`src/rtl/addsub_scheduler_if.sv`:
```
// Request/acknowledge and result bus for the two-requester 8-bit add/sub scheduler.
// Signal prefixes are from the scheduler's point of view.
interface addsub_scheduler_if;
  logic       i_req0;
  logic [7:0] i_a0;
  logic [7:0] i_b0;
  logic       i_p0;
  logic       o_ack0;
  logic       i_req1;
  logic [7:0] i_a1;
  logic [7:0] i_b1;
  logic       i_p1;
  logic       o_ack1;
  logic [7:0] o_s;
  logic       o_co;
  logic       o_done;
  logic       o_done_id;
  logic       o_busy;

  modport master (
    output i_req0, i_a0, i_b0, i_p0, i_req1, i_a1, i_b1, i_p1,
    input  o_ack0, o_ack1, o_s, o_co, o_done, o_done_id, o_busy
  );

  modport slave (
    input  i_req0, i_a0, i_b0, i_p0, i_req1, i_a1, i_b1, i_p1,
    output o_ack0, o_ack1, o_s, o_co, o_done, o_done_id, o_busy
  );
endinterface

```
`src/rtl/addsub_scheduler.sv`:
```
// Two-requester 8-bit add/subtract unit: round-robin arbitration, then two
// 4-bit passes (low nibble, high nibble) through one shared add/sub slice.
module addsub_scheduler (
  input  logic                i_clk,
  input  logic                i_rst,
  addsub_scheduler_if.slave   bus
);

  typedef enum logic [1:0] {
    ST_IDLE = 2'b00,
    ST_LOW  = 2'b01,
    ST_HIGH = 2'b10,
    ST_DONE = 2'b11
  } state_t;

  state_t     r_state;
  state_t     w_next;
  logic       w_grant;
  logic       w_grant_id;

  logic       r_ptr;
  logic       r_id;
  logic [7:0] r_a;
  logic [7:0] r_b;
  logic       r_p;
  logic [7:0] r_s;
  logic       r_c4;
  logic       r_co;
  logic       r_ack0;
  logic       r_ack1;
  logic       r_done;
  logic       r_done_id;

  logic [3:0] w_slice_a;
  logic [3:0] w_slice_b;
  logic       w_slice_cin;
  logic [4:0] w_slice_sum;

  // NOTE: every always_comb output gets a default first so no path leaves it unassigned (no latch).
  always_comb begin
    w_next     = r_state;
    w_grant    = 1'b0;
    w_grant_id = r_ptr;
    case (r_state)
      ST_IDLE: begin
        if (bus.i_req0 || bus.i_req1) begin
          w_grant    = 1'b1;
          w_grant_id = (bus.i_req0 && bus.i_req1) ? r_ptr : bus.i_req1;
          w_next     = ST_LOW;
        end
      end
      ST_LOW:  w_next = ST_HIGH;
      ST_HIGH: w_next = ST_DONE;
      ST_DONE: w_next = ST_IDLE;
      default: w_next = ST_IDLE;
    endcase
  end

  // NOTE: sequential state uses non-blocking assignments so all registers see pre-edge values.
  always_ff @(posedge i_clk) begin
    if (i_rst) r_state <= ST_IDLE;
    else       r_state <= w_next;
  end

  // Shared slice: the low pass takes the requester's mode as carry-in, the high pass takes C4.
  always_comb begin
    w_slice_a   = (r_state == ST_HIGH) ? r_a[7:4] : r_a[3:0];
    w_slice_b   = ((r_state == ST_HIGH) ? r_b[7:4] : r_b[3:0]) ^ {4{r_p}};
    w_slice_cin = (r_state == ST_HIGH) ? r_c4 : r_p;
    w_slice_sum = {1'b0, w_slice_a} + {1'b0, w_slice_b} + {4'b0000, w_slice_cin};
  end

  // NOTE: operand latches are always loaded at grant before being read, so they carry no reset.
  always_ff @(posedge i_clk) begin
    if (w_grant && !i_rst) begin
      r_a <= w_grant_id ? bus.i_a1 : bus.i_a0;
      r_b <= w_grant_id ? bus.i_b1 : bus.i_b0;
      r_p <= w_grant_id ? bus.i_p1 : bus.i_p0;
    end
  end

  always_ff @(posedge i_clk) begin
    if (i_rst) begin
      r_ptr     <= 1'b0;
      r_id      <= 1'b0;
      r_s       <= 8'h00;
      r_c4      <= 1'b0;
      r_co      <= 1'b0;
      r_ack0    <= 1'b0;
      r_ack1    <= 1'b0;
      r_done    <= 1'b0;
      r_done_id <= 1'b0;
    end else begin
      r_ack0 <= w_grant && !w_grant_id;
      r_ack1 <= w_grant && w_grant_id;
      r_done <= (r_state == ST_DONE);
      if (w_grant) r_id <= w_grant_id;
      if (r_state == ST_LOW) begin
        r_s[3:0] <= w_slice_sum[3:0];
        r_c4     <= w_slice_sum[4];
      end
      if (r_state == ST_HIGH) begin
        r_s[7:4] <= w_slice_sum[3:0];
        r_co     <= w_slice_sum[4];
      end
      if (r_state == ST_DONE) begin
        r_done_id <= r_id;
        r_ptr     <= ~r_id;
      end
    end
  end

  assign bus.o_ack0    = r_ack0;
  assign bus.o_ack1    = r_ack1;
  assign bus.o_s       = r_s;
  assign bus.o_co      = r_co;
  assign bus.o_done    = r_done;
  assign bus.o_done_id = r_done_id;
  assign bus.o_busy    = (r_state != ST_IDLE);

endmodule

```
`src/flat_wrapper.sv`:
```
// flat-port wrapper written by rule: the top's interface ports become plain ports
module addsub_scheduler_flat 
  (i_clk, i_rst, bus_i_req0, bus_i_a0, bus_i_b0, bus_i_p0, bus_i_req1, bus_i_a1, bus_i_b1, bus_i_p1, bus_o_ack0, bus_o_ack1, bus_o_s, bus_o_co, bus_o_done, bus_o_done_id, bus_o_busy);
  addsub_scheduler_if bus_i ();
  input  logic i_clk;
  input  logic i_rst;
  input wire logic [$bits(bus_i.i_req0)-1:0] bus_i_req0;
  input wire logic [$bits(bus_i.i_a0)-1:0] bus_i_a0;
  input wire logic [$bits(bus_i.i_b0)-1:0] bus_i_b0;
  input wire logic [$bits(bus_i.i_p0)-1:0] bus_i_p0;
  input wire logic [$bits(bus_i.i_req1)-1:0] bus_i_req1;
  input wire logic [$bits(bus_i.i_a1)-1:0] bus_i_a1;
  input wire logic [$bits(bus_i.i_b1)-1:0] bus_i_b1;
  input wire logic [$bits(bus_i.i_p1)-1:0] bus_i_p1;
  output wire logic [$bits(bus_i.o_ack0)-1:0] bus_o_ack0;
  output wire logic [$bits(bus_i.o_ack1)-1:0] bus_o_ack1;
  output wire logic [$bits(bus_i.o_s)-1:0] bus_o_s;
  output wire logic [$bits(bus_i.o_co)-1:0] bus_o_co;
  output wire logic [$bits(bus_i.o_done)-1:0] bus_o_done;
  output wire logic [$bits(bus_i.o_done_id)-1:0] bus_o_done_id;
  output wire logic [$bits(bus_i.o_busy)-1:0] bus_o_busy;
  assign bus_i.i_req0 = bus_i_req0;
  assign bus_i.i_a0 = bus_i_a0;
  assign bus_i.i_b0 = bus_i_b0;
  assign bus_i.i_p0 = bus_i_p0;
  assign bus_i.i_req1 = bus_i_req1;
  assign bus_i.i_a1 = bus_i_a1;
  assign bus_i.i_b1 = bus_i_b1;
  assign bus_i.i_p1 = bus_i_p1;
  assign bus_o_ack0 = bus_i.o_ack0;
  assign bus_o_ack1 = bus_i.o_ack1;
  assign bus_o_s = bus_i.o_s;
  assign bus_o_co = bus_i.o_co;
  assign bus_o_done = bus_i.o_done;
  assign bus_o_done_id = bus_i.o_done_id;
  assign bus_o_busy = bus_i.o_busy;
  addsub_scheduler u_core (.i_clk(i_clk), .i_rst(i_rst), .bus(bus_i));
endmodule
```
`config.mk`:
```
export PLATFORM = sky130hd
export DESIGN_NAME = addsub_scheduler_flat
export DESIGN_NICKNAME = d
export VERILOG_FILES = /design/src/rtl/addsub_scheduler_if.sv /design/src/rtl/addsub_scheduler.sv /design/src/flat_wrapper.sv
export SDC_FILE = /design/constraint.sdc
export NUM_CORES = 1
export LEC_CHECK = 0
export CAP_MARGIN = 20
export CORE_MARGIN = 5
export CORE_UTILIZATION = 25
export DETAILED_ROUTE_END_ITERATION = 7
export GPL_TIMING_DRIVEN = 0
export REMOVE_ABC_BUFFERS = 1
export SYNTH_ARGS = -nofsm -noshare
export SYNTH_HDL_FRONTEND = slang
export SYNTH_SLANG_ARGS = --single-unit
```
`constraint.sdc`:
```
create_clock -name i_clk -period 2.3 [get_ports i_clk]
set_input_delay 0.23 -clock i_clk [delete_from_list [all_inputs] [get_ports i_clk]]
set_output_delay 0.23 -clock i_clk [all_outputs]
set_load 0.05 [all_outputs]
```
==> results of run 1 <==
[timing repair]
action	in CTS	in global routing
resized for setup	11	13
buffers inserted	5	3
endpoints found under the setup margin	10	10
pin swaps	1	5
[metal layers]
| layer | GRT usage, % | part of all wire, % |
|---|---|---|
| met5 | 0 | 0 |
| met4 | 4.33 | 2.1 |
| met3 | 2.96 | 8.0 |
| met2 | 12.7 | 45 |
| met1 | 9.66 | 45 |
[power by group]
group | leakage (nW) | switching (W) | internal [W] | total, W
Sequential | 0.307 | 0.0000841 | 0.000838 | 0.000923
Combinational | 0.596 | 0.000843 | 0.000731 | 0.00157
Clock | 0.0395 | 0.000206 | 0.000215 | 0.000421
[worst max-delay path, cell delays in order, from the launching register on]
cell and delay (ps):
dfxtp_4 360, inv_4 60, ha_4 160, buf_12 140
mux2i_1 210, xnor2_1 190, ha_4 260, and3b_1 170
or3_4 370, nand3_1 90, a21oi_1 60
[stage by stage]
step / TNS, ps / util [%]
finish: 0 / 38.3
global route: -128 / 38.3
CTS: 0 / 36.7
detailed placement: -6600 / 34.6
global placement: -26980 / 34.4
floorplan: -10270 / -
[cell usage after synthesis]
cell / count
nor2_1: 11
xor2_1: 1
and2_2: 1
a211oi_1: 6
buf_2: 2
dfxtp_1: 18
fa_1: 2
mux2_4: 8
o21ai_0: 2
nand2b_1: 2
a21o_1: 2
nor2b_1: 1
nor2_4: 1
buf_12: 1
ha_1: 8
nand3_1: 4
mux2_2: 12
clkbuf_1: 4
edfxtp_1: 17
nand2_1: 3
nand2_2: 1
mux2i_1: 10
xnor2_1: 4
a21oi_2: 1
and3b_1: 1
o211ai_1: 1
a21oi_1: 7
nor3_1: 1
and2b_2: 1
or3_1: 1
inv_1: 8
[logic make-up after synthesis]
group | count (synthesis)
AOI/OAI and AO/OA | 19
xor gates and xnor gates | 5
adders and majority gates | 10
buffers and inverters | 15
DFF | 35
muxes | 30
and+or+nand+nor | 28
[layout make-up]
cell class | count | area [um2] | area share (%)
Multi-Input combinational cell | 92 | 892 | 34.3
Sequential cell | 35 | 876 | 33.7
Timing Repair Buffer | 59 | 598 | 23.0
Tap cell | 96 | 120 | 4.62
Clock buffer | 8 | 80.1 | 3.08
Inverter | 8 | 32.5 | 1.25
[registers in the layout, summed over array words and instances (netlist names)]
| signal | cells |
|---|---|
| u_core.r_b | 8 |
| u_core.bus.o_ack0 | 1 |
| u_core.r_id | 1 |
| u_core.bus.o_s | 8 |
| u_core.bus.o_done | 1 |
| u_core.bus.o_done_id | 1 |
| u_core.bus.o_ack1 | 1 |
| u_core.r_state | 2 |
| u_core.r_p | 1 |
| u_core.r_ptr | 1 |
| u_core.r_c4 | 1 |
| u_core.bus.o_co | 1 |
| u_core.r_a | 8 |
[how the worst max path moves through the flow]
stage,from,end,slack [ps],cells past startpoint
after floorplan,u_core.r_state[0],u_core.r_a[0],-430,4
after global placement,i_rst,u_core.r_a[5],-1110,2
after detailed placement,u_core.r_state[0],u_core.r_c4,-850,10
after CTS,u_core.r_state[0],u_core.bus.o_co,3,10
after global routing,u_core.r_state[0],u_core.bus.o_s[7],-30,10
final,u_core.r_state[0],u_core.bus.o_s[3],60,10
==> impl_metrics.csv, run 1 <==
group,metric,value,unit
logic_synthesis,synthCells,142,
layout,layout_common_cells,"clkdlybuf4s50_1 (50), edfxtp_1 (17), dfxtp_1 (16), mux2_2 (12), nor2_1 (11)",
worst_setup_path,endpoint_kind,"flop",
layout,final_cell_area,0.00260,mm2
hold_path,worstHoldEndpoint,"u_core.bus.o_s[5]",
clocking,cts_tree,"done",
hold_path,hold_start,"u_core.bus.o_s[5]",
hold_path,hold_path_class,"reg -> reg",
timing,drv_slew,0,
clocking,clock_tree.buffer_depth,2,
floorplanning,die_h,93.7,um
global_routing,grt_pass1_wl,5450,um
floorplanning,dieArea,0.00878,mm2
floorplanning,core_area,0.00679,mm2
floorplanning,num_rows,30,
power_and_ir_drop,power,0.00292,W
route,drc,0,
logic_synthesis,synth_seq_cells,35,
timing,skew,5.01,ps
worst_setup_path,worst_setup_path_start_kind,"flop",
route,routedWlPerCell,11.6,um
clocking,numClockSinks,35,
worst_setup_path,reg2reg_depth,10,
run_status,status,"finished clean",
worst_setup_path,arrival,2390,ps
timing,fin_crit,2240,ps
route,wirelength,3450,um
placement,portBuffers,51,
layout,antenna_cells,0,
global_routing,grt_pass1_vias,1259,
power_and_ir_drop,ir_worst_vdd,361,uV
logic_synthesis,synth_top_area_share,29.1,%
timing,max-slew-margin-rel,49.9,%
placement,dp_hpwl,2430,um
timing,finalHoldViolations,0,
clocking,root_buffer,"clkbuf_8",
clocking,numCtsBuffers,5,
run,maxCapViolations,0,
logic_synthesis,yosysUniqueCellTypes,31,
timing,holdWs,477,ps
placement,placed_cells_incl_taps,283,
worst_setup_path,rr_endpoint,"u_core.bus.o_s[3]",
timing,min_period_over_period,97.6,%
timing,layout_setup_ws,56.0,ps
logic_synthesis,synthAdderAreaFrac,8.00,%
logic_synthesis,synth_top_family_by_area,"multiplexers",
logic_synthesis,synthXorXnorAreaFrac,2.50,%
worst_setup_path,required,2440,ps
logic_synthesis,yosys.area_share.simple,8.29,%
global_routing,antenna_found_initial,0,
layout,drive_above_1_share,27.2,%
route,firstDrtPassIters,4,
logic_synthesis,synthTopCellsByArea,"edfxtp_1 (29%), dfxtp_1 (21%), mux2_2 (7.7%)",
clocking,clk_pin_slew,70,ps
floorplanning,fp.dieW,93.7,um
global_routing,grt.total_usage,8.10,%
placement,place_congestion,0.719,
logic_synthesis,post_synth.cell_area_avg,12.3,um2
clocking,cts_hold_buffers,0,
logic_synthesis,yosys_warnings,0,
timing,fmax,446,MHz
logic_synthesis,yosysTopAreaCell,"edfxtp_1",
worst_setup_path,cp_max_fo,10,
route,via_per_inst,4.11,
logic_synthesis,synth_compound_area_share,6.93,%
placement,place_area,0.00235,mm2
route,antenna_left,0,
layout,nets,249,
clocking,htree_levels,2,
global_routing,globalRoute.totalOverflow,0,
power_and_ir_drop,powerDensity,1120,mW/mm2
layout,nFillCells,657,
clocking,clock_latency,290,ps
timing,rsz0062_at_grt,"yes",
logic_synthesis,syn_area,0.00175,mm2
layout,final_common_cell,"clkdlybuf4s50_1",
worst_setup_path,r2r_start,"u_core.r_state[0]",
global_routing,grt_max_degree,20,
hold_path,whs_path_depth,2,
route,dr_total_vias,1226,
layout,instances_no_fill,298,
floorplanning,initial_core_util,25.8,%
power_and_ir_drop,leakage,0.943,nW
floorplanning,num_io_pins,52,
timing,tightest_slew,748,ps
layout,area.growth.synth_to_final,48.4,%
worst_setup_path,r2r_setup_slack,60,ps
logic_synthesis,muxShareOfSynthArea,20.3,%
placement,place_ws,-854,ps
worst_setup_path,worstSetupPathType,"reg -> reg",
logic_synthesis,seq_area_frac_synth,49.7,%
route,drt_iter0_drc,27,
timing,setup_viol,0,
Note: power is estimated with default switching activity, not from simulation.
==> inputs of run 2 (changes only) <==
- CAP_MARGIN: 20 -> unset
- CTS_CLUSTER_DIAMETER: unset -> 60
==> run 2 against run 1 <==
  * Clock skew is the same
  * Non-clock buffer count is the same
  * Flip-flop and latch count is the same
  * First-iteration DRC count is the same
  * Combinational power is essentially flat
  * Critical path depth is the same
  * Total power is the same
  * Setup slack is the same
  * Utilization is the same
  * Via count is the same
  * Highest routed layer unchanged
==> impl_metrics.csv, run 2 (same netlist as run 1, synthesis figures left out) <==
group,metric,value,unit
placement,place_area,0.00235,mm2
layout,final_cell_area,0.00260,mm2
route,via_per_inst,4.11,
timing,rsz0062_at_grt,"yes",
route,antenna_left,0,
global_routing,grt.total_usage,8.10,%
route,drt_iter0_drc,27,
hold_path,hold_path_class,"reg -> reg",
worst_setup_path,cp_max_fo,10,
layout,nFillCells,657,
route,routedWlPerCell,11.6,um
route,dr_total_vias,1226,
worst_setup_path,arrival,2390,ps
floorplanning,num_rows,30,
worst_setup_path,endpoint_kind,"flop",
route,top_layer_used,"met4",
route,wirelength,3450,um
global_routing,antenna_found_initial,0,
run,maxCapViolations,0,
worst_setup_path,crit_buf_inv,2,
clocking,root_buffer,"clkbuf_8",
timing,tightest_slew,748,ps
placement,dp_hpwl,2430,um
route,wl_met1,1540,um
clocking,cts_hold_buffers,0,
floorplanning,fp.dieW,93.7,um
placement,place_ws,-854,ps
floorplanning,die_h,93.7,um
layout,antenna_cells,0,
clocking,htree_levels,2,
run_status,status,"finished clean",
timing,min_period_over_period,97.6,%
route,met3_length,275,um
timing,fmax,446,MHz
clocking,cts_tree,"done",
clocking,clock_latency,290,ps
floorplanning,num_io_pins,52,
worst_setup_path,critical-path-max-stage-delay,370,ps
worst_setup_path,worst_setup_path_start_kind,"flop",
global_routing,globalRoute.totalOverflow,0,
clocking,clock_tree.buffer_depth,2,
global_routing,grt_pass1_wl,5450,um
timing,layout_setup_ws,56.0,ps
clocking,numCtsBuffers,5,
timing,finalHoldViolations,0,
layout,final_common_cell,"clkdlybuf4s50_1",
layout,layout_common_cells,"clkdlybuf4s50_1 (50), edfxtp_1 (17), dfxtp_1 (16), mux2_2 (12), nor2_1 (11)",
power_and_ir_drop,leakage,0.943,nW
worst_setup_path,worstSetupPathType,"reg -> reg",
timing,fin_crit,2240,ps
power_and_ir_drop,powerDensity,1120,mW/mm2
placement,place_congestion,0.719,
floorplanning,dieArea,0.00878,mm2
layout,nets,249,
timing,skew,5.01,ps
worst_setup_path,cpLargestDelayFamily,"simple AND/OR/NAND/NOR gates",
timing,holdWs,477,ps
worst_setup_path,worstPathCellList,"inv_4, ha_4, buf_12, mux2i_1, xnor2_1, ha_4, and3b_1, or3_4, nand3_1, a21oi_1",
timing,setup_viol,0,
clocking,clk_pin_slew,70,ps
timing,max-slew-margin-rel,49.9,%
placement,portBuffers,51,
clocking,numClockSinks,35,
global_routing,grt_pass1_vias,1259,
route,wl_met2,1560,um
floorplanning,initial_core_util,25.8,%
route,firstDrtPassIters,4,
route,drc,0,
layout,area.growth.synth_to_final,48.4,%
worst_setup_path,required,2440,ps
global_routing,grt_max_degree,20,
power_and_ir_drop,ir_worst_vdd,361,uV
layout,drive_above_1_share,27.2,%
worst_setup_path,cpMostUsedCell,"ha_4",
timing,drv_slew,0,
worst_setup_path,critical_path.slowest_cell,"or3_4",
floorplanning,core_area,0.00679,mm2
## run 2: cell counts in the layout (fill, tap and decap cells not counted)
Identical to the previous run, type by type.
## run 2: final timing paths
kind	from	end	slack, ps	cells past startpoint
max reg2reg	u_core.r_state[0]	u_core.bus.o_s[3]	60	10
min	u_core.bus.o_s[5]	u_core.bus.o_s[5]	480	2
min reg2reg	u_core.bus.o_s[5]	u_core.bus.o_s[5]	480	2
max	u_core.r_state[0]	u_core.bus.o_s[3]	60	10
## run 2: what timing repair did
item,4_1_cts,5_1_grt
gates resized for setup,11,13
buffers inserted,5,3
pin swaps,1,5
endpoints found under the hold margin,0,0
endpoints found under the setup margin,10,10
## run 2: area by class of cell
type / instances / area, um2 / area share [%]
Multi-Input combinational cell: 92 / 892 / 34.3
Timing Repair Buffer: 59 / 598 / 23.0
Tap cell: 96 / 120 / 4.62
Sequential cell: 35 / 876 / 33.7
Inverter: 8 / 32.5 / 1.25
Clock buffer: 8 / 80.1 / 3.08
## run 2: per-stage QoR
step	power [W]	TNS, ps	utilization (%)	cells
CTS	0.00279	0	36.7	295
floorplan	0.00188	-10270	-	135
finish	0.00292	0	38.3	298
global placement	0.00225	-26980	34.4	282
detailed placement	0.00228	-6600	34.6	283
global route	0.00313	-128	38.3	298
## run 2: power breakdown
group          leakage, nW  internal [W]  switching (W)  total (W)
logic                0.596      0.000731       0.000843    0.00157
registers            0.307      0.000838      0.0000841   0.000923
clock network       0.0395      0.000215       0.000206   0.000421
## run 2: worst reg2reg max path, cell delays in order, from the launching register on
cell and delay, ps:
dfxtp_4 360, inv_4 60, ha_4 160, buf_12 140, mux2i_1 220, xnor2_1 190, ha_4 270, and3b_1 170
or3_4 370, nand3_1 90, a21oi_1 70
## run 2: metal layers
metal | global-route usage, % | vias to the layer above
li1 | - | 616
met1 | 9.66 | 562
met2 | 12.7 | 41
met3 | 2.96 | 7
met4 | 4.33 | 0
met5 | 0 | -
==> inputs of run 3 (changes only) <==
- CORE_UTILIZATION: 25 -> 33
==> run 3 against run 2 <==
  * Sequential share of layout area about the same
  * Register-to-register slack got worse by 20 ps
  * First-iteration DRC count increased by 33%
  * Clock skew increased by 0.89 ps
  * Clock power decreased by 3%
  * Wire length increased by 1.7%
  * Flip-flop and latch count unchanged
  * Hold slack got worse by 7.7 ps
  * Non-clock buffer count increased by 1
  * Global-route usage increased by 2.2 points
  * Final area about the same
==> impl_metrics.csv, run 3 (same netlist as run 1, synthesis figures left out) <==
group,metric,value,unit
run_status,status,"finished clean",
worst_setup_path,r2r_setup_slack,40,ps
layout,final_common_cell,"clkdlybuf4s50_1",
timing,finalHoldViolations,0,
timing,min_period_over_period,98.4,%
global_routing,grt_pass1_vias,1345,
power_and_ir_drop,ir_worst_vdd,420,uV
clocking,numClockSinks,35,
layout,area.growth.synth_to_final,48.3,%
floorplanning,num_io_pins,52,
route,dr_total_vias,1227,
floorplanning,initial_core_util,34.1,%
worst_setup_path,endpoint_kind,"flop",
floorplanning,fp.dieW,82.9,um
route,firstDrtPassIters,4,
clocking,clk_pin_slew,70,ps
worst_setup_path,reg2reg_depth,10,
global_routing,globalRoute.totalOverflow,0,
power_and_ir_drop,seq_power_share,31.1,%
power_and_ir_drop,leakage,0.977,nW
global_routing,antenna_found_initial,0,
power_and_ir_drop,p_clk_share,13.8,%
clocking,numCtsBuffers,5,
clocking,cts_hold_buffers,0,
power_and_ir_drop,powerDensity,1150,mW/mm2
timing,fmax,442,MHz
clocking,htree_levels,2,
timing,rsz0062_at_grt,"yes",
run,maxCapViolations,0,
worst_setup_path,worstSetupPathType,"reg -> reg",
layout,nets,250,
worst_setup_path,arrival,2400,ps
floorplanning,dieArea,0.00686,mm2
clocking,root_buffer,"clkbuf_8",
global_routing,grt_max_degree,20,
layout,antenna_cells,0,
power_and_ir_drop,intPower,0.00183,W
layout,final_util,50.5,%
global_routing,grt.total_usage,10.3,%
route,antenna_left,0,
route,wirelength,3500,um
global_routing,grt_pass1_wl,5920,um
layout,final_cell_area,0.00260,mm2
floorplanning,core_area,0.00514,mm2
power_and_ir_drop,p_sw_share,38.5,%
timing,fin_crit,2260,ps
worst_setup_path,rr_endpoint,"u_core.bus.o_s[3]",
layout,layout_common_cells,"clkdlybuf4s50_1 (50), edfxtp_1 (17), dfxtp_1 (16), mux2_2 (11), nor2_1 (11)",
route,via_per_inst,4.49,
layout,drive_above_1_share,28.6,%
placement,dp_hpwl,2490,um
worst_setup_path,r2r_start,"u_core.r_state[0]",
clocking,cts_tree,"done",
power_and_ir_drop,p_sw,0.00114,W
placement,place_area,0.00232,mm2
timing,drv_slew,0,
hold_path,hold_path_class,"reg -> reg",
hold_path,whs_path_depth,2,
floorplanning,die_h,82.9,um
hold_path,hold_start,"u_core.bus.o_s[7]",
timing,max-slew-margin-rel,54.7,%
route,routedWlPerCell,12.8,um
worst_setup_path,required,2440,ps
placement,portBuffers,51,
worst_setup_path,worst_setup_path_start_kind,"flop",
timing,skew,5.89,ps
hold_path,worstHoldEndpoint,"u_core.bus.o_s[7]",
power_and_ir_drop,p_comb_share,55.1,%
clocking,clock_tree.buffer_depth,2,
worst_setup_path,cp_max_fo,6,
clocking,clock_latency,280,ps
route,drc,0,
timing,setup_viol,0,
route,drt_iter0_drc,36,
timing,holdWs,469,ps
timing,tightest_slew,678,ps
placement,place_congestion,0.807,
floorplanning,num_rows,26,
[run 3: repair_timing]
item | CTS | global route
buffers inserted | 4 | 3
cloned | 0 | 1
pin swaps | 4 | 3
resized for setup | 13 | 13
setup endpoints to repair | 10 | 6
[run 3: power by group through the flow]
| stage | Sequential, W | Clock [W] | Combinational [W] |
|---|---|---|---|
| CTS | 0.000919 | 0.000424 | 0.00147 |
| finish | 0.000926 | 0.000410 | 0.00164 |
| floorplan | 0.00114 | 0 | 0.000733 |
| global placement | 0.000915 | 0 | 0.00130 |
| global route | 0.000945 | 0.000461 | 0.00178 |
| detailed placement | 0.000922 | 0 | 0.00135 |
[run 3: how the worst max path moves through the flow]
stage	startpoint	cells after the start	endpoint	slack, ps
CTS	u_core.r_state[0]	10	u_core.bus.o_s[7]	9
floorplan	u_core.r_state[0]	4	u_core.r_a[0]	-430
global route	u_core.r_state[0]	10	u_core.bus.o_s[7]	-70
global placement	i_rst	2	u_core.r_a[4]	-930
detailed placement	u_core.r_state[0]	10	u_core.r_c4	-790
finish	u_core.r_state[0]	10	u_core.bus.o_s[3]	40
[run 3: layout make-up]
type,instances,area [um2]
clock buffer,7,76.3
clock inverter,1,5.00
fill,490,2540
inverter,8,32.5
multi-input combinational,92,906
sequential,35,876
tap,70,87.6
timing repair buffer,60,614
[run 3: per-stage QoR]
step                setup TNS (ps)  worst slack, ps  instances  power, W
floorplan                   -10270             -428        135   0.00188
global placement            -22750             -932        256   0.00222
detailed placement           -5720             -788        257   0.00227
CTS                              0             9.39        269   0.00281
global route                  -185            -65.1        273   0.00318
finish                           0             37.4        273   0.00298
[run 3: metal layers]
metal / GRT usage [%] / wire [um] / vias to the layer above
met1: 12.6 / 1510 / 548
met2: 17.3 / 1680 / 51
met5: 0 / 0 / -
met4: 3.12 / 57 / 0
li1: - / - / 619
met3: 3.17 / 253 / 9
[run 3: worst max-delay path, cell delays in order (launching register included)]
cell	delay, ps
dfxtp_4	360
inv_4	60
ha_4	180
buf_12	140
mux2i_4	240
xnor2_2	150
ha_1	270
and3b_1	190
or3_4	360
nand3_1	90
a21oi_1	60
